**config.mk**
```make
export PLATFORM = sky130hd
export DESIGN_NAME = ifetch_flat
export DESIGN_NICKNAME = d
export VERILOG_FILES = /design/src/rtl/ifetch_if.sv /design/src/rtl/ifetch.sv /design/src/flat_wrapper.sv
export SDC_FILE = /design/constraint.sdc
export NUM_CORES = 1
export LEC_CHECK = 0
export BUFFER_PORTS_ARGS = -buffer_cell sky130_fd_sc_hd__buf_2
export CAP_MARGIN = 0
export CORE_MARGIN = 1
export CORE_UTILIZATION = 34
export DETAILED_ROUTE_END_ITERATION = 12
export MAX_ROUTING_LAYER = met4
export PLACE_DENSITY = 0.65
export SLEW_MARGIN = 10
export SYNTH_ARGS = -nofsm -noshare
export SYNTH_HDL_FRONTEND = slang
export SYNTH_SLANG_ARGS = --single-unit
```
**constraint.sdc**
```tcl
create_clock -name clk -period 16.1 [get_ports clk]
set_input_delay 3.22 -clock clk [delete_from_list [all_inputs] [get_ports clk]]
set_output_delay 3.22 -clock clk [all_outputs]
set_load 0.01 [all_outputs]
```
**src/rtl/ifetch_if.sv**
```systemverilog
// ifetch_if: fetch-unit bundle (redirect, instruction memory bus, decode handshake); master = fetch unit, slave = environment
interface ifetch_if;
  logic        redirect_valid;
  logic [31:0] redirect_pc;
  logic        imem_req;
  logic [31:0] imem_addr;
  logic        imem_gnt;
  logic        imem_rvalid;
  logic [31:0] imem_rdata;
  logic        inst_valid;
  logic        inst_ready;
  logic [31:0] inst;
  logic [31:0] inst_pc;
  modport master (
    input  redirect_valid, redirect_pc, imem_gnt, imem_rvalid, imem_rdata, inst_ready,
    output imem_req, imem_addr, inst_valid, inst, inst_pc
  );
  modport slave (
    output redirect_valid, redirect_pc, imem_gnt, imem_rvalid, imem_rdata, inst_ready,
    input  imem_req, imem_addr, inst_valid, inst, inst_pc
  );
endinterface

```
**src/rtl/ifetch.sv**
```systemverilog
// ifetch: single-outstanding instruction fetch with 2-entry buffer; ports clk, rst, f (ifetch_if.master); IFETCH_BYPASS_EN enables rvalid-to-decode bypass
module ifetch #(
  parameter logic [31:0] RESET_PC  = 32'h0000_0000,
  parameter int          BUF_DEPTH = 2
) (
  input logic      clk,
  input logic      rst,
  ifetch_if.master f
);
  localparam logic [1:0]  FETCH = 2'd0, WAIT = 2'd1, DROP = 2'd2;
  localparam logic [31:0] ALIGN = 32'hFFFF_FFFC;
  logic [1:0]  state, cnt;
  logic [31:0] fetch_pc, req_pc;
  logic [31:0] bd [BUF_DEPTH];
  logic [31:0] bp [BUF_DEPTH];
  logic        hd, wr, hs, byp, push, pop;
  assign f.imem_req  = !rst && state == FETCH && cnt <= 2'd1 && !f.redirect_valid;
  assign f.imem_addr = fetch_pc;
  assign hs          = f.imem_req && f.imem_gnt;
`ifdef IFETCH_BYPASS_EN
  assign byp = !rst && state == WAIT && f.imem_rvalid && !f.redirect_valid && cnt == 2'd0;
`else
  assign byp = 1'b0;
`endif
  assign f.inst_valid = !rst && (cnt != 2'd0 || byp);
  assign f.inst       = byp ? f.imem_rdata : bd[hd];
  assign f.inst_pc    = byp ? req_pc : bp[hd];
  // a bypassed word taken by decode in the same cycle never enters the buffer
  assign push = state == WAIT && f.imem_rvalid && !f.redirect_valid && !(byp && f.inst_ready);
  assign pop  = cnt != 2'd0 && f.inst_ready && !f.redirect_valid;
  assign wr   = hd ^ cnt[0];
  always_ff @(posedge clk) begin
    if (rst) begin
      state    <= FETCH;
      fetch_pc <= RESET_PC & ALIGN;
      cnt      <= 2'd0;
      hd       <= 1'b0;
    end else if (f.redirect_valid) begin
      fetch_pc <= f.redirect_pc & ALIGN;
      cnt      <= 2'd0;
      // an in-flight response still has to be swallowed unless it lands this cycle
      state    <= state == FETCH ? (hs ? DROP : FETCH) : (f.imem_rvalid ? FETCH : DROP);
    end else begin
      if (hs) begin
        fetch_pc <= fetch_pc + 32'd4;
        req_pc   <= fetch_pc;
        state    <= WAIT;
      end else if (state != FETCH && f.imem_rvalid) state <= FETCH;
      if (push) begin
        bd[wr] <= f.imem_rdata;
        bp[wr] <= req_pc;
      end
      if (pop) hd <= ~hd;
      cnt <= cnt + 2'(push) - 2'(pop);
    end
  end
endmodule

```
**src/flat_wrapper.sv**
```systemverilog
// flat-port wrapper written by rule: the top's interface ports become plain ports
module ifetch_flat 
#(
  parameter logic [31:0] RESET_PC  = 32'h0000_0000,
  parameter int          BUF_DEPTH = 2
)
  (clk, rst, f_redirect_valid, f_redirect_pc, f_imem_gnt, f_imem_rvalid, f_imem_rdata, f_inst_ready, f_imem_req, f_imem_addr, f_inst_valid, f_inst, f_inst_pc);
  ifetch_if f_i ();
  input logic clk;
  input logic rst;
  input wire logic [$bits(f_i.redirect_valid)-1:0] f_redirect_valid;
  input wire logic [$bits(f_i.redirect_pc)-1:0] f_redirect_pc;
  input wire logic [$bits(f_i.imem_gnt)-1:0] f_imem_gnt;
  input wire logic [$bits(f_i.imem_rvalid)-1:0] f_imem_rvalid;
  input wire logic [$bits(f_i.imem_rdata)-1:0] f_imem_rdata;
  input wire logic [$bits(f_i.inst_ready)-1:0] f_inst_ready;
  output wire logic [$bits(f_i.imem_req)-1:0] f_imem_req;
  output wire logic [$bits(f_i.imem_addr)-1:0] f_imem_addr;
  output wire logic [$bits(f_i.inst_valid)-1:0] f_inst_valid;
  output wire logic [$bits(f_i.inst)-1:0] f_inst;
  output wire logic [$bits(f_i.inst_pc)-1:0] f_inst_pc;
  assign f_i.redirect_valid = f_redirect_valid;
  assign f_i.redirect_pc = f_redirect_pc;
  assign f_i.imem_gnt = f_imem_gnt;
  assign f_i.imem_rvalid = f_imem_rvalid;
  assign f_i.imem_rdata = f_imem_rdata;
  assign f_i.inst_ready = f_inst_ready;
  assign f_imem_req = f_i.imem_req;
  assign f_imem_addr = f_i.imem_addr;
  assign f_inst_valid = f_i.inst_valid;
  assign f_inst = f_i.inst;
  assign f_inst_pc = f_i.inst_pc;
  ifetch #(.RESET_PC(RESET_PC), .BUF_DEPTH(BUF_DEPTH)) u_core (.clk(clk), .rst(rst), .f(f_i));
endmodule
```
==> summary.md, run 1 <==
| Metric | Value |
|---|---|
| Outcome | `completed` |
| Root buf cell | `clkbuf_16` |
| Vias per inst | `4.98` |
| Critical path required time | `about 13000 ps` |
| Top cells by area, synth | `edfxtp_1 61%, dfxtp_1 9.6%, mux2_2 9.3%` |
| CP top delay family | `simple AND/OR/NAND/NOR gates` |
| RSZ-0062 raised after global routing | `no` |
| Post-Layout Cell Count | `953` |
| DRT Pass-1 Iters | `4` |
| Layout area overhead | `22.3%` |
| TritonCTS clock tree | `done` |
| Total power | `0.00101 W` |
| Largest net degree at the start of global routing | `63` |
| Cell accounting for the most synthesized area | `edfxtp_1` |
| Row count | `54` |
| Crit path buf inv count | `3` |
| Initial antenna violation count | `2` |
| Wire length per cell | `17.2 µm` |
| Total GRT Usage | `0.150` |
| Max_cap viols | `0` |
| Final Skew | `9.02 ps` |
| CP Max Fanout | `59` |
| Cell variety after synth | `49` |
| #FFs+latches synth | `190` |
| First-pass GRT wire length | `approximately 25 mm` |
| HPWL Detailed | `10.1 mm` |
| Cell mode on critical path | `buf_2` |
| Final hold viol count | `0` |
| Share of layout cells above drive strength 1 | `0.396` |
| Pwr/cell area | `roughly 110 nW/µm²` |
| Synth Warn # | `0` |
| CTS sink count | `190` |
| Die Y | `151 µm` |
| Post-route setup TNS | `0 ps` |
| Fill cells | `approximately 2.0k` |
| Number of flops mapped to enable cells by yosys | `154` |
| Core Footprint | `21800 µm²` |
| Final setup viols | `0` |
| Fraction of registers with async set/reset | `0` |
| Main synth FF type | `edfxtp_1` |
| Die area | `between 20000 and 25000 µm²` |
| Skew-Pair Late Insertion Delay | `430 ps` |
| NumNets Final | `~730` |
| # IOs | `168` |
| Initial Util | `0.346` |
| Initial DRC Count | `234` |
| Syn Inst Count | `499` |
| Headroom to the max-slew limit | `0.382` |
| Vias in the first global route | `approximately 4.6k` |
| Cts hold-fix bufs | `0` |
| Synthesized area | `7520 µm²` |
| CP max-delay cell | `or4_1` |
| CTS Buf Count | `17` |
| Worst setup SP type | `primary input` |
| Placed insts | `919` |
| GRT Residual Overflow | `0` |
| Vias | `4749` |
| Seq/Total Area, Yosys | `0.711` |
| Clock transition at the registers of the reported paths | `60 ps` |
| Kind of critical path | `primary input to primary output` |
| Synth top area share | `0.615` |
| Hold Path Class | `flip-flop to flip-flop` |
| Post-CTS resize count | `0` |
| Peak VDD IR | `~63 µV` |
| Clock tree buffer depth | `2` |
| Crit path DAT | `4380 ps` |
| DR DRC count | `0` |
| H-tree levels | `4` |
| Final wirelength | `16.3 mm` |
| R2R cell count | `7` |
| Fin crit share | `0.472` |
| Worst-Margin Slew | `926 ps` |
| Crit end category | `primary output` |
| Postcts setup bufs | `0` |
| FMAX | `0.132 GHz` |
| Leak | `~3.3 nW` |
| Hold Path Depth | `0` |
| CP peak stage delay | `530 ps` |
| PortBufs | `between 150 and 200` |
| Crit path cell chain | `buf_2 -> buf_4 -> or4_1 -> nor2_1 -> buf_2` |
| Die width | `around 150 µm` |
| Tmin final | `7600 ps` |
| Final Core Density | `0.423` |
| Final ANT Viol Nets | `0` |
| Levels on crit path | `5` |
| Final GP Congestion | `0.757` |
| Syn_area_per_cell | `about 15 µm²` |
| Slew Viols, Final | `0` |
==> cell usage after synthesis, types with 2 or more instances <==
cell type and instances:
and4_1 8, mux2_2 62, nor4_1 8, o21ai_0 13, o311ai_0 2, xor2_1 5
buf_2 3, a32oi_1 2, a2bb2oi_1 2, dfxtp_1 36, nand3_1 12, a21oi_1 19
nand2_1 18, buf_1 4, edfxtp_1 154, nand4_1 8, a22oi_1 12, ha_1 3
or3_1 5, nor3b_1 4, clkbuf_1 19, nor3_1 7, o22ai_1 11, nor2_1 13
and3_1 5, o31a_1 2, nor2b_1 14, buf_4 4, xnor2_1 10, a31oi_1 7
inv_1 8, nand3b_1 2
==> layer usage <==
metal | track usage | share of wire | routed length [µm]
met3 | 0.0382 | 0.057 | 934
met5 | - | 0 | 0
met4 | 0.0750 | 0.030 | 495
met2 | 0.233 | 0.47 | 7760
met1 | 0.180 | 0.44 | 7160
==> report_power, final <==
part | total [W] | leakage [nW] | internal, W | switching [W]
combinational | 0.0000406 | 1.30 | 0.0000182 | 0.0000223
sequential | 0.000549 | 1.69 | 0.000538 | 0.0000110
clock | 0.000417 | 0.278 | 0.000231 | 0.000186
==> cells in the final DEF (no fill, tap or decap), types with 2 or more instances in the layout <==
master        n
clkbuf_16    17
nand3b_1      2
xnor2_1      10
o311ai_0      2
a21oi_1      19
nor2_1       13
o22ai_1      11
inv_1         8
o21ai_0      13
and4_1        8
mux2_2       62
nor4_1        8
clkinv_1      2
bufinv_16     2
nor2b_1      14
buf_4         6
nand3_1      12
or3_1         5
conb_1        4
nand2_1      18
ha_1          3
clkinvlp_4    3
a31oi_1       7
nand4_1       8
a22oi_1      12
inv_6         4
buf_2       161
diode_2       2
nor3_1        7
dfxtp_1      35
a32oi_1       2
clkinv_4      2
xor2_1        5
o31a_1        2
a2bb2oi_1     2
nor3b_1       3
and3_1        5
edfxtp_1    154
==> worst paths after layout <==
| path | start | end | slack, ps |
|---|---|---|---|
| min | u_core.req_pc[12]$_DFFE_PP_ | u_core.bp[1][12]$_DFFE_PP_ | 450 |
| max | f_redirect_valid | f_imem_req | 8500 |
| max reg2reg | u_core.state[0]$_SDFFE_PP0P_ | u_core.f.imem_addr[10]$_SDFFE_PP0P_ | 13000 |
| min reg2reg | u_core.req_pc[12]$_DFFE_PP_ | u_core.bp[1][12]$_DFFE_PP_ | 450 |
==> sequential cells by signal (all words and copies together) (netlist names), named ones only <==
register / flops
u_core.cnt: 2
u_core.state: 2
u_core.bp: 60
u_core.bd: 64
u_core.req_pc: 30
u_core.hd: 1
u_core.f.imem_addr: 30
==> cells by family (layout without fill, tap and decap cells) <==
| logic type | after synthesis | in the layout | share of synthesized area |
|---|---|---|---|
| xor gates and xnor gates | 15 | 15 | 0.0175 |
| adders and majority gates | 3 | 3 | 0.00499 |
| DFF | 190 | 190 | 0.711 |
| muxes | 62 | 62 | 0.0928 |
| other | 1 | 6 | 0.000499 |
| buffers and inverters | 39 | 208 | 0.0220 |
| AOI/OAI and AO/OA | 77 | 77 | 0.0654 |
| and+or+nand+nor | 112 | 112 | 0.0862 |
==> final cells by class <==
| cell class | count | area [µm²] | area share |
|---|---|---|---|
| multi-input cells | 273 | 2030 | 0.220 |
| well taps | 280 | 350 | 0.0381 |
| clock buffers | 17 | 425 | 0.0462 |
| flip-flops and latches | 190 | 5350 | 0.581 |
| clock inverters | 15 | 159 | 0.0173 |
| repair buffers | 167 | 851 | 0.0925 |
| diodes | 2 | 5.00 | 0.000544 |
| inverters | 9 | 33.8 | 0.00367 |
==> stage by stage <==
step	hold WS, ps	instance area [µm²]	setup slack (ps)
final	447	9200	8500
after global routing	457	9200	8410
after CTS	448	9190	8480
after detailed placement	431	8610	8480
after global placement	422	8610	8490
after floorplan	421	7530	7370
(Power assumes the default switching activity.)
==> run 2: changes to the inputs <==
--- a/config.mk
+++ b/config.mk
@@ -11,7 +11,7 @@
 export CORE_UTILIZATION = 34
 export DETAILED_ROUTE_END_ITERATION = 12
 export MAX_ROUTING_LAYER = met4
-export PLACE_DENSITY = 0.65
+export PLACE_DENSITY = 0.67
 export SLEW_MARGIN = 10
 export SYNTH_ARGS = -nofsm -noshare
 export SYNTH_HDL_FRONTEND = slang
==> constraint.sdc (replaced) <==
create_clock -name clk -period 6.5 [get_ports clk]
set_input_delay 1.3 -clock clk [delete_from_list [all_inputs] [get_ports clk]]
set_output_delay 1.3 -clock clk [all_outputs]
set_load 0.01 [all_outputs]
==> summary.md, run 2 (synthesized netlist as in run 1, its figures left out) <==
| Metric | Value |
|---|---|
| Final Core Density | `0.424` |
| Kind of critical path | `primary input to primary output` |
| Hold Path Class | `flip-flop to flip-flop` |
| Total GRT Usage | `0.149` |
| CP peak stage delay | `520 ps` |
| Layout area overhead | `22.5%` |
| Initial antenna violation count | `2` |
| RSZ-0062 raised after global routing | `no` |
| Peak VDD IR | `159 µV` |
| Core Footprint | `around 22000 µm²` |
| Headroom to the max-slew limit | `0.280` |
| Crit path cell chain | `buf_2 -> buf_4 -> or4_1 -> nor2_1 -> buf_2` |
| Biggest register | `u_core.bd` |
| Final setup viols | `0` |
| Post-route setup TNS | `0 ps` |
| Die width | `roughly 150 µm` |
| Final GP Congestion | `0.760` |
| Clock transition at the registers of the reported paths | `around 70 ps` |
| Max_cap viols | `0` |
| Cell mode on critical path | `buf_2` |
| First-pass GRT wire length | `24.6 mm` |
| Die Y | `151 µm` |
| Vias per inst | `4.95` |
| CTS sink count | `190` |
| Critical path required time | `5200 ps` |
| PortBufs | `approximately 160` |
| Vias | `4703` |
| Final ANT Viol Nets | `0` |
| Largest register FFs | `64` |
| Final hold viol count | `0` |
| Commonest cells after routing, fill and taps aside | `161 x buf_2, 154 x edfxtp_1, 62 x mux2_2, 35 x dfxtp_1, 19 x a21oi_1` |
| Wire length per cell | `17.4 µm` |
| Crit end category | `primary output` |
| # IOs | `168` |
| Root buf cell | `clkbuf_16` |
| DRT Pass-1 Iters | `4` |
| Largest net degree at the start of global routing | `63` |
| Share of layout cells above drive strength 1 | `0.395` |
| Die area | `22700 µm²` |
| TritonCTS clock tree | `done` |
| CP top delay family | `simple AND/OR/NAND/NOR gates` |
| Pwr/cell area | `275 nW/µm²` |
| Crit path buf inv count | `3` |
| GRT Residual Overflow | `0` |
| DR DRC count | `0` |
| CP Max Fanout | `58` |
| Slew Viols, Final | `0` |
| Row count | `between 50 and 60` |
| R2R Setup Slk | `3410 ps` |
| CP max-delay cell | `or4_1` |
| NumNets Final | `729` |
| Post-CTS resize count | `0` |
| HPWL Detailed | `10.2 mm` |
| Final wirelength | `16.6 mm` |
| Postcts setup bufs | `0` |
| Leak | `3.28 nW` |
| Worst setup SP type | `primary input` |
| Final Skew | `11.4 ps` |
| FMAX | `0.266 GHz` |
| Fin crit share | `0.579` |
| Crit path DAT | `between 2000 and 2500 ps` |
| Initial DRC Count | `254` |
| CTS Buf Count | `17` |
| Clock tree buffer depth | `2` |
| Vias in the first global route | `around 4.4k` |
| H-tree levels | `4` |
| Top flop regs | `u_core.bd x64, u_core.bp x60` |
| Commonest non-fill, non-tap cell in the layout | `buf_2` |
| Outcome | `completed` |
| Initial Util | `0.346` |
| Skew-Pair Late Insertion Delay | `between 400 and 500 ps` |
| Tmin final | `3760 ps` |
| Cts hold-fix bufs | `0` |
| Worst-Margin Slew | `1080 ps` |
run 2: changes by cell type in the layout (fill, tap and decap cells not counted), sizes merged:
| cell | change |
|---|---|
| buf | -2 |
| bufinv | +1 |
| clkinvlp | +1 |
| inv | -3 |
| clkinv | -2 |
| clkbuf | +3 |
run 2: per-layer routing:
metal	global-route usage	up-vias	routed length, µm
li1	-	2245	-
met1	0.183	2315	7420
met2	0.237	124	8060
met3	0.0342	19	761
met4	0.0610	0	314
met5	-	-	0
run 2: area by class of cell:
type	instances	area, µm²
antenna	2	5.00
clock buffer	20	447
clock inverter	12	159
fill	1993	12500
inverter	9	33.8
multi-input combinational	273	2040
sequential	190	5350
tap	280	350
timing repair buffer	165	836
run 2: power by group:
group	switching (W)	internal, W
logic	0.0000556	0.0000452
clock network	0.000451	0.000619
registers	0.0000276	0.00133
run 2: path summary, 6_finish.rpt:
path,start,end,cells past startpoint
max reg2reg,u_core.state[0]$_SDFFE_PP0P_,u_core.f.imem_addr[2]$_SDFFE_PP0P_,7
min,u_core.req_pc[24]$_DFFE_PP_,u_core.bp[0][24]$_DFFE_PP_,0
max,f_redirect_valid,f_imem_req,5
min reg2reg,u_core.req_pc[24]$_DFFE_PP_,u_core.bp[0][24]$_DFFE_PP_,0
run 2: metrics by stage:
step	total power, W	instances	area (µm²)	hold slack, ps	worst slack [ps]
floorplan	0.00143	502	7540	421	1900
global placement	0.00148	917	8610	422	2290
detailed placement	0.00149	917	8610	429	2340
CTS	0.00255	949	9210	445	2720
global route	0.00261	951	9220	453	2480
finish	0.00253	951	9220	443	2740
==> run 3: changes to the inputs <==
--- a/config.mk
+++ b/config.mk
@@ -5,13 +5,14 @@
 export SDC_FILE = /design/constraint.sdc
 export NUM_CORES = 1
 export LEC_CHECK = 0
+export ABC_AREA = 1
 export BUFFER_PORTS_ARGS = -buffer_cell sky130_fd_sc_hd__buf_2
 export CAP_MARGIN = 0
 export CORE_MARGIN = 1
 export CORE_UTILIZATION = 34
 export DETAILED_ROUTE_END_ITERATION = 12
 export MAX_ROUTING_LAYER = met4
-export PLACE_DENSITY = 0.67
+export PLACE_DENSITY = 0.65
 export SLEW_MARGIN = 10
 export SYNTH_ARGS = -nofsm -noshare
 export SYNTH_HDL_FRONTEND = slang
==> constraint.sdc (replaced) <==
create_clock -name clk -period 3.6 [get_ports clk]
set_input_delay 0.72 -clock clk [delete_from_list [all_inputs] [get_ports clk]]
set_output_delay 0.72 -clock clk [all_outputs]
set_load 0.01 [all_outputs]
==> summary.md, run 3 <==
| Metric | Value |
|---|---|
| Outcome | `completed` |
| Syn_area_per_cell | `around 12 µm²` |
| TritonCTS clock tree | `done` |
| Top flop regs | `u_core.bd x64, u_core.bp x60` |
| CP Max Fanout | `between 40 and 50` |
| Wire length per cell | `15.2 µm` |
| DR DRC count | `0` |
| CTS sink count | `190` |
| # IOs | `roughly 170` |
| CTS Buf Count | `17` |
| Pint | `0.00347 W` |
| Die area | `24100 µm²` |
| Final Skew | `around 20 ps` |
| FMAX | `~0.37 GHz` |
| RR Startpoint | `u_core.state[0]$_SDFFE_PP0P_` |
| Dpl ws | `803 ps` |
| Leak | `about 3.6 nW` |
| Worst R2R End | `u_core.bd[1][17]$_DFFE_PP_` |
| Worst-Margin Slew | `636 ps` |
| Crit path cell chain | `buf_12 -> mux2_2 -> buf_2` |
| DRT Pass-1 Iters | `5` |
| Post-route setup TNS | `0 ps` |
| Placed insts | `roughly 1.1k` |
| Worst setup SP type | `flip-flop` |
| Top cells by area, synth | `edfxtp_1 58%, dfxtp_1 9.0%, mux2_2 8.7%` |
| Final ANT Viol Nets | `0` |
| Cell variety after synth | `30` |
| Largest register FFs | `64` |
| Synth Warn # | `0` |
| Kind of critical path | `flip-flop to primary output` |
| Fraction of registers with async set/reset | `0` |
| Largest net degree at the start of global routing | `63` |
| Fill cells | `2173` |
| Crit path buf inv count | `2` |
| R2R Setup Slk | `about 1600 ps` |
| Area of placed instances | `9140 µm²` |
| Hold endpoint | `u_core.bp[1][16]$_DFFE_PP_` |
| Seq/Total Area, Yosys | `0.670` |
| CP peak stage delay | `640 ps` |
| Cell accounting for the most synthesized area | `edfxtp_1` |
| H-tree levels | `4` |
| Die width | `around 160 µm` |
| Combinational power share | `0.047` |
| Initial antenna violation count | `0` |
| Post-route cell area | `9700 µm²` |
| Flop pwr share | `0.556` |
| #FFs+latches synth | `190` |
| Vias | `5253` |
| Setup WS post-layout | `932 ps` |
| Share of layout cells above drive strength 1 | `0.339` |
| Top post-synthesis cells by count | `154 x edfxtp_1, 140 x nand2_1, 62 x mux2_2, 58 x inv_1, 56 x nor2_1` |
| Biggest register | `u_core.bd` |
| Final hold viol count | `0` |
| Hold Path Depth | `0` |
| Postcts setup bufs | `0` |
| Clock tree buffer depth | `2` |
| Die Y | `155 µm` |
| Slew Viols, Final | `0` |
| Syn Inst Count | `663` |
| Clock transition at the registers of the reported paths | `80 ps` |
| Crit end category | `primary output` |
| Cts hold-fix bufs | `0` |
| Commonest cells after routing, fill and taps aside | `161 x buf_2, 154 x edfxtp_1, 140 x nand2_1, 62 x mux2_2, 59 x inv_1` |
| Layout area overhead | `21.5%` |
| Headroom to the max-slew limit | `0.576` |
| Initial Util | `0.349` |
| Final wirelength | `17.5 mm` |
| NumNets Final | `900` |
| Crit path DAT | `1950 ps` |
| Main synth FF type | `edfxtp_1` |
| Root buf cell | `clkbuf_16` |
| Hold Path Class | `flip-flop to flip-flop` |
| Switching share of total power | `0.214` |
| Final setup viols | `0` |
| Clock power frac | `0.398` |
| R2R cell count | `5` |
| HPWL Detailed | `around 12 mm` |
| Initial DRC Count | `320` |
| Final GP Congestion | `0.829` |
| Most common cell in the synthesized netlist | `edfxtp_1` |
| Commonest non-fill, non-tap cell in the layout | `buf_2` |
| Total power | `0.00442 W` |
| Pwr/cell area | `455 nW/µm²` |
| Skew-Pair Late Insertion Delay | `430 ps` |
| Fin crit share | `0.741` |
| CP top delay family | `flip-flops` |
| Tmin final | `about 2700 ps` |
| Post-Layout Cell Count | `between 1k and 1.5k` |
| Core Footprint | `22800 µm²` |
| PortBufs | `between 150 and 200` |
| Psw | `0.000947 W` |
| Synth top area share | `0.579` |
| Row count | `55` |
| CP max-delay cell | `dfxtp_2` |
| Post-CTS resize count | `0` |
| First-pass GRT wire length | `26.2 mm` |
| Peak VDD IR | `277 µV` |
| GRT Residual Overflow | `0` |
| Min-delay src | `u_core.req_pc[16]$_DFFE_PP_` |
| RSZ-0062 raised after global routing | `no` |
| Total GRT Usage | `0.149` |
| Vias per inst | `4.56` |
| Vias in the first global route | `4886` |
| Max_cap viols | `0` |
| Diode count | `0` |
| Critical path required time | `~2900 ps` |
| Number of flops mapped to enable cells by yosys | `154` |
| Synthesized area | `7980 µm²` |
## run 3: cell families (layout without fill, tap and decap cells)
family                     count (synthesis)  in the layout  share of synthesized area
and+or+nand+nor                          251            251                      0.137
DFF                                      190            190                      0.670
buffers and inverters                     84            258                     0.0480
muxes                                     62             62                     0.0875
AOI/OAI and AO/OA                         60             60                     0.0397
xor gates and xnor gates                  12             12                     0.0132
adders and majority gates                  3              3                    0.00470
other                                      1              4                   0.000470
## run 3: metal layers
layer / global-route usage / share of wire / vias up
met4: 0.0430 / 0.011 / 0
met2: 0.242 / 0.48 / 177
met3: 0.0320 / 0.054 / 16
met1: 0.187 / 0.45 / 2473
met5: - / 0 / -
li1: - / - / 2587
## run 3: how the worst max path moves through the flow
| stage | slack (ps) | from | depth (start not counted) | to |
|---|---|---|---|---|
| floorplan | -780 | f_redirect_valid | 4 | u_core.bd[0][0]$_DFFE_PP_ |
| detailed placement | 800 | f_redirect_valid | 7 | u_core.f.imem_addr[13]$_SDFFE_PP0P_ |
| global placement | 820 | f_redirect_valid | 7 | u_core.f.imem_addr[13]$_SDFFE_PP0P_ |
| CTS | 860 | flip-flop | 3 | f_inst_pc[16] |
| finish | 930 | flip-flop | 3 | f_inst_pc[16] |
| global route | 820 | flip-flop | 3 | f_inst_pc[16] |
## run 3: power groups by stage
stage | logic (W) | clock network, W | registers (W)
6_report | 0.000205 | 0.00176 | 0.00246
5_1_grt | 0.000229 | 0.00189 | 0.00246
3_3_place_gp | 0.000201 | 0 | 0.00250
2_1_floorplan | 0.000112 | 0 | 0.00249
4_1_cts | 0.000207 | 0.00181 | 0.00246
3_5_place_dp | 0.000206 | 0 | 0.00250
## run 3: area by class of cell
cell class              instances  area, µm²  area share
clock buffers                  23        499      0.0515
clock inverters                 9       60.1     0.00619
inverters                      59        223      0.0230
multi-input cells             392       2280       0.235
flip-flops and latches        190       5350       0.551
well taps                     313        392      0.0404
repair buffers                167        901      0.0929
## run 3: through the flow
step,hold WS [ps],util
after CTS,439,0.425
after global routing,442,0.425
final,439,0.425
after global placement,422,0.400
after detailed placement,429,0.400
after floorplan,421,-
